**src/rtl/sprite_animator.sv**
```systemverilog
// Sprite animator: a frame table of bitmaps stepped through by an enable-gated period divider.
// Ping-pong playback is built only when SPRITE_ANIM_PINGPONG_EN is defined; otherwise playback always loops.
module sprite_animator #(
    parameter int SPRITE_W   = 5,
    parameter int SPRITE_H   = 5,
    parameter int NUM_FRAMES = 4,
    parameter int DIV_W      = 24,
    localparam int PIX       = SPRITE_W * SPRITE_H,
    localparam int IW        = $clog2(NUM_FRAMES)
) (
    input  logic             clk,
    input  logic             reset,
    input  logic             enable,
    input  logic [DIV_W-1:0] period,
    input  logic [IW-1:0]    last_frame,
    input  logic             mode,
    input  logic             wr_en,
    input  logic [IW-1:0]    wr_addr,
    input  logic [PIX-1:0]   wr_data,
    output logic [PIX-1:0]   shape,
    output logic [IW-1:0]    frame_idx,
    output logic             frame_adv,
    output logic             wrap
);

    localparam logic [IW-1:0]    ZERO_IDX   = {IW{1'b0}};
    localparam logic [IW-1:0]    ONE_IDX    = IW'(1'b1);
    localparam logic [IW-1:0]    MAX_IDX    = IW'(NUM_FRAMES - 1);
    localparam bit               FULL_RANGE = (NUM_FRAMES == (1 << IW));
    localparam logic [PIX-1:0]   ZERO_PIX   = {PIX{1'b0}};
    localparam logic [DIV_W-1:0] ZERO_CNT   = {DIV_W{1'b0}};

    logic [PIX-1:0]   table_q [NUM_FRAMES];
    logic [DIV_W-1:0] count_q, count_d;
    logic [IW-1:0]    frame_idx_q, frame_idx_d;
    logic [PIX-1:0]   shape_q, shape_d;
    logic             adv_q, adv_d;
    logic             wrap_q, wrap_d;

    logic [IW-1:0]    last_s;
    logic             wr_ok_s;
    logic             step_s;
    logic [IW-1:0]    next_idx_s;
    logic [IW-1:0]    shown_idx_s;

`ifdef SPRITE_ANIM_PINGPONG_EN
    typedef enum logic {DIR_UP = 1'b0, DIR_DOWN = 1'b1} dir_e;
    dir_e dir_q, dir_d, dir_next_s;
`else
    logic unused_mode_s;
    assign unused_mode_s = mode;
`endif

    // With a power-of-two table every index is in range, so no clamp or address check is needed.
    generate
        if (FULL_RANGE) begin : g_full_range
            assign last_s  = last_frame;
            assign wr_ok_s = 1'b1;
        end else begin : g_part_range
            assign last_s  = (last_frame > MAX_IDX) ? MAX_IDX : last_frame;
            assign wr_ok_s = (wr_addr <= MAX_IDX);
        end
    endgenerate

    // Divider, next-frame selection and the registered output values.
    always_comb begin
        step_s      = enable && (count_q >= period);
        next_idx_s  = frame_idx_q;
        count_d     = count_q;
`ifdef SPRITE_ANIM_PINGPONG_EN
        dir_next_s  = DIR_UP;
        dir_d       = dir_q;
`endif

        if (enable) begin
            count_d = step_s ? ZERO_CNT : count_q + DIV_W'(1'b1);
        end else begin
            count_d = count_q;
        end

        if ((frame_idx_q > last_s) || (last_s == ZERO_IDX)) begin
            next_idx_s = ZERO_IDX;
`ifdef SPRITE_ANIM_PINGPONG_EN
        end else if (mode) begin
            // Index 0 always climbs, which also recovers a stale down direction.
            if (((dir_q == DIR_UP) && (frame_idx_q < last_s)) || (frame_idx_q == ZERO_IDX)) begin
                next_idx_s = frame_idx_q + ONE_IDX;
                dir_next_s = ((frame_idx_q + ONE_IDX) == last_s) ? DIR_DOWN : DIR_UP;
            end else begin
                next_idx_s = frame_idx_q - ONE_IDX;
                dir_next_s = (frame_idx_q == ONE_IDX) ? DIR_UP : DIR_DOWN;
            end
`endif
        end else begin
            next_idx_s = (frame_idx_q >= last_s) ? ZERO_IDX : frame_idx_q + ONE_IDX;
        end

`ifdef SPRITE_ANIM_PINGPONG_EN
        if (!enable) begin
            dir_d = dir_q;
        end else if (!mode) begin
            dir_d = DIR_UP;
        end else if (step_s) begin
            dir_d = dir_next_s;
        end else begin
            dir_d = dir_q;
        end
`endif

        shown_idx_s = step_s ? next_idx_s : frame_idx_q;
        frame_idx_d = shown_idx_s;
        adv_d       = step_s;
        wrap_d      = step_s && (next_idx_s == ZERO_IDX);

        // A same-edge write to the frame about to be shown bypasses the table.
        if (wr_en && wr_ok_s && (wr_addr == shown_idx_s)) begin
            shape_d = wr_data;
        end else begin
            shape_d = table_q[shown_idx_s];
        end
    end

    // Frame table storage, cleared by reset.
    always_ff @(posedge clk) begin
        if (reset) begin
            for (int i = 0; i < NUM_FRAMES; i++) begin
                table_q[i] <= ZERO_PIX;
            end
        end else if (wr_en && wr_ok_s) begin
            table_q[wr_addr] <= wr_data;
        end else begin
            table_q <= table_q;
        end
    end

    // Divider, frame index, direction and output registers.
    always_ff @(posedge clk) begin
        if (reset) begin
            count_q     <= ZERO_CNT;
            frame_idx_q <= ZERO_IDX;
            shape_q     <= ZERO_PIX;
            adv_q       <= 1'b0;
            wrap_q      <= 1'b0;
`ifdef SPRITE_ANIM_PINGPONG_EN
            dir_q       <= DIR_UP;
`endif
        end else begin
            count_q     <= count_d;
            frame_idx_q <= frame_idx_d;
            shape_q     <= shape_d;
            adv_q       <= adv_d;
            wrap_q      <= wrap_d;
`ifdef SPRITE_ANIM_PINGPONG_EN
            dir_q       <= dir_d;
`endif
        end
    end

    assign shape     = shape_q;
    assign frame_idx = frame_idx_q;
    assign frame_adv = adv_q;
    assign wrap      = wrap_q;

endmodule

```
**config.mk**
```make
export PLATFORM = sky130hd
export DESIGN_NAME = sprite_animator
export DESIGN_NICKNAME = d
export VERILOG_FILES = /design/src/rtl/sprite_animator.sv
export SDC_FILE = /design/constraint.sdc
export NUM_CORES = 1
export LEC_CHECK = 0
export ABC_AREA = 1
export BUFFER_PORTS_ARGS = -buffer_cell sky130_fd_sc_hd__buf_2
export CAP_MARGIN = 5
export CORE_MARGIN = 1.5
export CORE_UTILIZATION = 45
export CTS_CLUSTER_DIAMETER = 50
export DETAILED_ROUTE_END_ITERATION = 10
export SYNTH_ARGS = -nofsm -noshare
export SYNTH_HDL_FRONTEND = slang
export SYNTH_SLANG_ARGS = --single-unit
```
**constraint.sdc**
```tcl
create_clock -name clk -period 3.2 [get_ports clk]
set_input_delay 0.32 -clock clk [delete_from_list [all_inputs] [get_ports clk]]
set_output_delay 0.32 -clock clk [all_outputs]
set_load 0.02 [all_outputs]
```
Word level (Yosys, flattened, before mapping):

Cells that the tools add are included.

* register bits after elaboration: 153
* input bits: 58
* output and inout port bits: 29
* logic and storage cells: 38

* add/subtract/negate cells: 2
* order comparisons: 6
* eq/ne operators: 1
* muxes and demuxes: 11
* bitwise gates (word level): 2
* reductions and logical operators: 7

Operators with widths (number)
* 100-bit bitwise mux: 1
* 25-bit two-way mux: 4
* 25-bit binary-select mux with 2-bit select: 1
* 25-bit demux with 2-bit select: 1
* 24-bit by 1-bit adder with 24-bit output, second input constant: 1
* 24-bit greater-or-equal comparator: 1
* 24-bit two-way mux: 1
* 3-bit greater-or-equal comparator, second input constant: 2
* 2-bit two-way mux: 3
* 2-bit NOT with 3-bit output: 2
* 1-bit logical AND: 4
* 2-bit logical NOT: 2
* 3-bit by 1-bit less-than comparator with 1-bit output, second input constant: 1
* 2-bit by 1-bit adder with 2-bit output, second input constant: 1
* 2-bit equality test: 1
* 2-bit greater-or-equal comparator: 1
* 2-bit greater-than comparator: 1
* 1-bit logical OR: 1

Logic depth before layout (Yosys ltp):

* depth in word-level cells: 9
* mapped depth: 20
* gate-level depth less buffers: 19

Worst setup path after synthesis:

OpenSTA, ideal clock, no wires.

* kind: register -> register
* start point: reg frame_idx_q[0], in the netlist frame_idx[0]
* end point: reg shape_q[17], in the netlist shape[17]
* setup time: 111 ps
* data arrival time: 2202 ps
* data required time: 3089 ps
* path slack: 886 ps
* cell stages (with the launch flop): 14
* buffers on the path: 1
* period minus slack after synthesis: 2314 ps
* cell sequence: dfxtp_1 > inv_1 > ha_1 > a211oi_1 > o21ai_1 > nor2_1 > nand3_2 > nand2_4 > nand2_2 > nand2_4 > buf_2 > nand3_1 > nand2_1 > nor2_1

* cells in the longest elaborated chain, start to end: 9
* elaborated cells between the ends (all ways): 14
* classes of those cells: add/sub: 1; order compare: 2; eq/ne: 1; mux: 7; bitwise: 1; reduce/logical: 2

RTL lines
* start: declaration: RTL line 35 `logic [IW-1:0] frame_idx_q, frame_idx_d;`
* start signal: assignment: RTL line 149 `frame_idx_q <= frame_idx_d;`
* 2-bit by 1-bit adder with 2-bit output, or another cell as far along: RTL line 95 `next_idx_s = (frame_idx_q >= last_s) ? ZERO_IDX : frame_idx_q + ONE_IDX;`
* 2-bit two-way mux or 1-bit logical OR (tied branches): RTL line 95, 81
* 2-bit two-way mux: RTL line 81 `if ((frame_idx_q > last_s) || (last_s == ZERO_IDX)) begin`
* 2-bit two-way mux (*): RTL line 110 `shown_idx_s = step_s ? next_idx_s : frame_idx_q;`
* 2-bit NOT with 3-bit output (implied by the code): RTL line 119 `shape_d = table_q[shown_idx_s];`
* 25-bit binary-select mux with 2-bit select: RTL line 119
* 25-bit two-way mux (implied by the code) (2 in a row): RTL line 119
* 25-bit two-way mux (*): RTL line 116 `if (wr_en && wr_ok_s && (wr_addr == shown_idx_s)) begin`
* end signal: assignment: RTL line 150 `shape_q <= shape_d;`
* end: declaration: RTL line 36 `logic [PIX-1:0] shape_q, shape_d;`

Mark *: on every way between the ends. The rest lies on a longest branch, timed or not. The select of a mux whose other input is x is not followed.
A chain may end at the register's enable or synchronous reset.

Worst setup path in the final report:

* start point: reg frame_idx_q[0], in the netlist frame_idx[0]
* end point: reg shape_q[0], in the netlist shape[0]

The elaborated chain is that of the path after synthesis.

==> flow_metrics.py <==
metrics = {
    "cts": {
        "cts-root-buf": "clkbuf_16",
        "ctsHoldBuffers": 0,
        "clock_sinks": 153,
        "clock_latency_ns": 0.43,
        "clk_pin_slew_ns": 0.06,
        "cts_buffers": 17,
        "post_cts_resized": 0,
        "cts_tree": "built",
        "postCtsSetupBuffers": 0,
        "cts_buffer_depth": 2,
        "htreeDepth": 4,
    },
    "setup_path": {
        "worstPathRequired_ns": 3.55,
        "max_stage_delay_ns": 0.47,
        "start_kind": "flip-flop",
        "cp-startpoint": "frame_idx[0]$_SDFF_PP0_",
        "timing.rr.start": "frame_idx[0]$_SDFF_PP0_",
        "r2r_setup_slack_ns": 0.45,
        "critPathMostFrequentCell": "nor2_1",
        "path_max_fanout": 14,
        "crit_path_top_delay_cell": "dfxtp_1",
        "reg2regPathDepth": 14,
        "critPathCaptureType": "flip-flop",
        "worstPathCellList": "inv_1 > ha_1 > a211oi_1 > o21ai_1 > nor2_1 > nand3_2 > nand2_4 > nand2_2 > nand2_4 > nand3_4 > inv_2 > buf_4 > nor2_1 > nor2_1",
        "critical_path_arrival_ns": 3.10,
        "crit_buf_inv": 3,
        "r2r_end": "shape[0]$_SDFF_PP0_",
        "critPathKind": "flip-flop to flip-flop",
        "cp_top_family": "simple AND/OR/NAND/NOR gates",
    },
    "worst_hold_path": {
        "hold_class": "input port to flip-flop",
        "whs_endpoint": "shape[3]$_SDFF_PP0_",
        "hold_start": "reset",
        "holdPathStages": 2,
    },
    "synth": {
        "yosys_warnings": 0,
        "synthArstFlopShare_pct": 0,
        "synth_edf_count": 0,
        "ys_seq_area_share_pct": 40.7,
        "synthesis.nets": 1157,
        "synth.cell_area_sq_um": 7530,
        "synth_cell_types": 39,
        "synth_flop_cell": "dfxtp_1",
        "synth-seq-cells": 153,
        "netlist_instances": 1072,
        "synth_area_per_cell_sq_um": 7.02,
    },
    "grt": {
        "grt_max_degree": 123,
        "overflow": 0,
        "grt.busiest_layer": "met2",
        "antenna_found_initial": 1,
        "use_met3_pct": 4.73,
        "grt_use_met2_pct": 35.1,
        "grt_pass1_vias": 6046,
        "grt_pass1_wl_um": 29900,
        "grt_util_met1_pct": 28.0,
        "grt_usage_pct": 21.4,
    },
    "die": {
        "die_area_sq_um": 17500,
        "start_util_pct": 45.7,
        "dieWidth_um": 132,
        "design.core.area_sq_um": 16500,
        "placementRows": 47,
        "die_h_um": 132,
        "pin_count": 87,
    },
    "timing": {
        "rsz0062_at_grt": "no",
        "setup-tns-final_ns": 0,
        "drv_slew": 0,
        "min_period_over_period_pct": 85.9,
        "setup_viol": 0,
        "max_freq_ghz": 0.364,
        "fin_skew_ns": 0.0151,
        "worstMarginPinSlew_ns": 1.07,
        "slew_headroom_pct": 28.9,
        "hold_viol": 0,
        "holdWs_ns": 0.182,
        "layout_min_cycle_time_ns": 2.75,
    },
    "placement": {
        "dp.cells": 1338,
        "place_area_sq_um": 8090,
        "dp_hpwl_um": 11400,
        "place_congestion": 0.765,
        "portBuffers": 85,
    },
    "power": {
        "leakage_nw": 4.07,
        "pwr-share-seq_pct": 45.7,
        "p_comb_share_pct": 8.8,
        "p_switching_mw": 1.06,
        "pwr-share-clk_pct": 45.6,
        "power_density_nw_per_um2": 508,
        "vdd_drop_max_mv": 0.363,
        "finalPower_mw": 4.42,
        "switching_share_pct": 24.1,
        "power.internal_mw": 3.35,
    },
    "drt": {
        "vias": 6692,
        "wl_per_cell_um": 13.0,
        "wl_um": 17800,
        "via_per_inst": 4.88,
        "first_pass_iters": 5,
        "drt_iter0_drc": 456,
        "ant_nets": 0,
        "remaining_drc_errors": 0,
    },
    "cells_and_area": {
        "areaGrowthSynthToFinish_pct": 15.5,
        "final_area_sq_um": 8690,
        "antenna-diode-count": 0,
        "finalNetCount": 1222,
        "n_fill_cell": 1670,
        "instances_no_fill": 1370,
        "drive_gt1_share_pct": 15.0,
    },
    "outcome": {
        "outcome": "complete, no violations",
    },
    "job": {
        "maxCapViolCount": 0,
    },
}
cell type report:
cell class / count / area (sq um) / share of cell area (%)
inverters: 165 / 619 / 7.13
flip-flops and latches: 153 / 3060 / 35.2
repair buffers: 102 / 566 / 6.51
clock inverters: 11 / 120 / 1.38
well taps: 220 / 275 / 3.17
clock buffers: 21 / 480 / 5.53
multi-input cells: 698 / 3570 / 41.1
per-layer routing:
| layer | wire length, um | up-vias | share of wire (%) |
|---|---|---|---|
| met2 | 8470 | 95 | 48 |
| li1 | - | 3547 | - |
| met5 | 12 | - | 0.067 |
| met4 | 136 | 2 | 0.76 |
| met1 | 8660 | 3034 | 49 |
| met3 | 546 | 14 | 3.1 |
through the flow:
step	utilization (%)	setup slack [ns]
final	52.8	0.452
after global routing	52.8	0.208
after detailed placement	49.1	0.411
after floorplan	-	0.886
after global placement	49.1	0.401
after CTS	52.8	0.399
worst register-to-register path, cell delays in order, from the launching register on:
cell and delay [ns]:
dfxtp_1 0.47, inv_1 0.11, ha_1 0.28, a211oi_1 0.22, o21ai_1 0.14, nor2_1 0.17, nand3_2 0.16, nand2_4 0.22
nand2_2 0.09, nand2_4 0.08, nand3_4 0.07, inv_2 0.26, buf_4 0.23, nor2_1 0.06, nor2_1 0.11
flip-flops by register name (all words and copies together), names as in the netlist:
signal	count
count_q	24
frame_adv	1
frame_idx	2
shape	25
table_q	100
wrap	1
cells in the final DEF, fill, tap and decap left out, types with 3 or more instances in the layout:
master,netlist,final
a21oi_1,113,113
dfxtp_1,153,153
nand3_1,74,72
clkbuf_8,0,4
nor3_1,10,9
a21oi_2,4,4
xor2_1,5,5
inv_2,3,4
nor2_1,110,109
inv_1,162,161
buf_2,9,85
o21ai_1,22,22
o21ai_0,104,104
buf_4,5,16
ha_1,27,27
nor3b_1,3,3
nand2_4,6,6
nor2_2,4,5
xnor2_1,4,4
a211oi_1,3,3
nand2_1,178,178
nand3_2,5,7
nand2_2,6,6
clkbuf_16,0,17
clkinvlp_4,0,3
clkinv_2,0,4
synth_stat cells, types with 2 or more instances:
cell type	n	area share (%)
buf_4	5	0.50
nor4_1	2	0.17
buf_2	9	0.60
nor3_1	10	0.67
nand4_1	2	0.17
a21oi_1	113	7.5
dfxtp_1	153	41
buf_6	7	1.0
ha_1	27	4.5
nor3b_1	3	0.30
a211oi_1	3	0.30
inv_2	3	0.15
o21a_1	2	0.20
inv_1	162	8.1
a21o_1	2	0.20
nor2_2	4	0.33
clkbuf_1	34	1.7
o21ai_1	22	1.5
nand2_1	178	8.9
xor2_1	5	0.58
o22ai_1	2	0.17
nor2_1	110	5.5
o21ai_0	104	6.9
a21oi_2	4	0.47
nand3_2	5	0.67
nand2_4	6	0.90
nor2_4	2	0.30
xnor2_1	4	0.47
nand2_2	6	0.50
nand3_1	74	4.9
worst max path at each step:
| stage | endpoint | slack [ns] | cells past startpoint |
|---|---|---|---|
| 5_1_grt | shape[0]$_SDFF_PP0_ | 0.21 | 14 |
| 6_report | shape[0]$_SDFF_PP0_ | 0.45 | 14 |
| 2_1_floorplan | shape[17]$_SDFF_PP0_ | 0.89 | 13 |
| 3_3_place_gp | shape[0]$_SDFF_PP0_ | 0.40 | 14 |
| 4_1_cts | shape[0]$_SDFF_PP0_ | 0.40 | 14 |
| 3_5_place_dp | shape[0]$_SDFF_PP0_ | 0.41 | 18 |
cell families after synthesis:
logic type | count (synthesis) | synth area share (%)
compound gates | 253 | 17.3
xor+xnor | 9 | 1.05
fa+ha+maj | 27 | 4.49
buf+inv | 221 | 12.1
flops | 153 | 40.7
simple gates | 409 | 24.3
power by group through the flow:
stage	combinational, mW	sequential (mW)	clock (mW)
global placement	0.385	2.06	0
floorplan	0.243	2.07	0
detailed placement	0.390	2.06	0
global route	0.445	2.03	2.14
CTS	0.392	2.02	2.05
finish	0.387	2.02	2.01
Note: power is estimated with default switching activity, not from simulation.
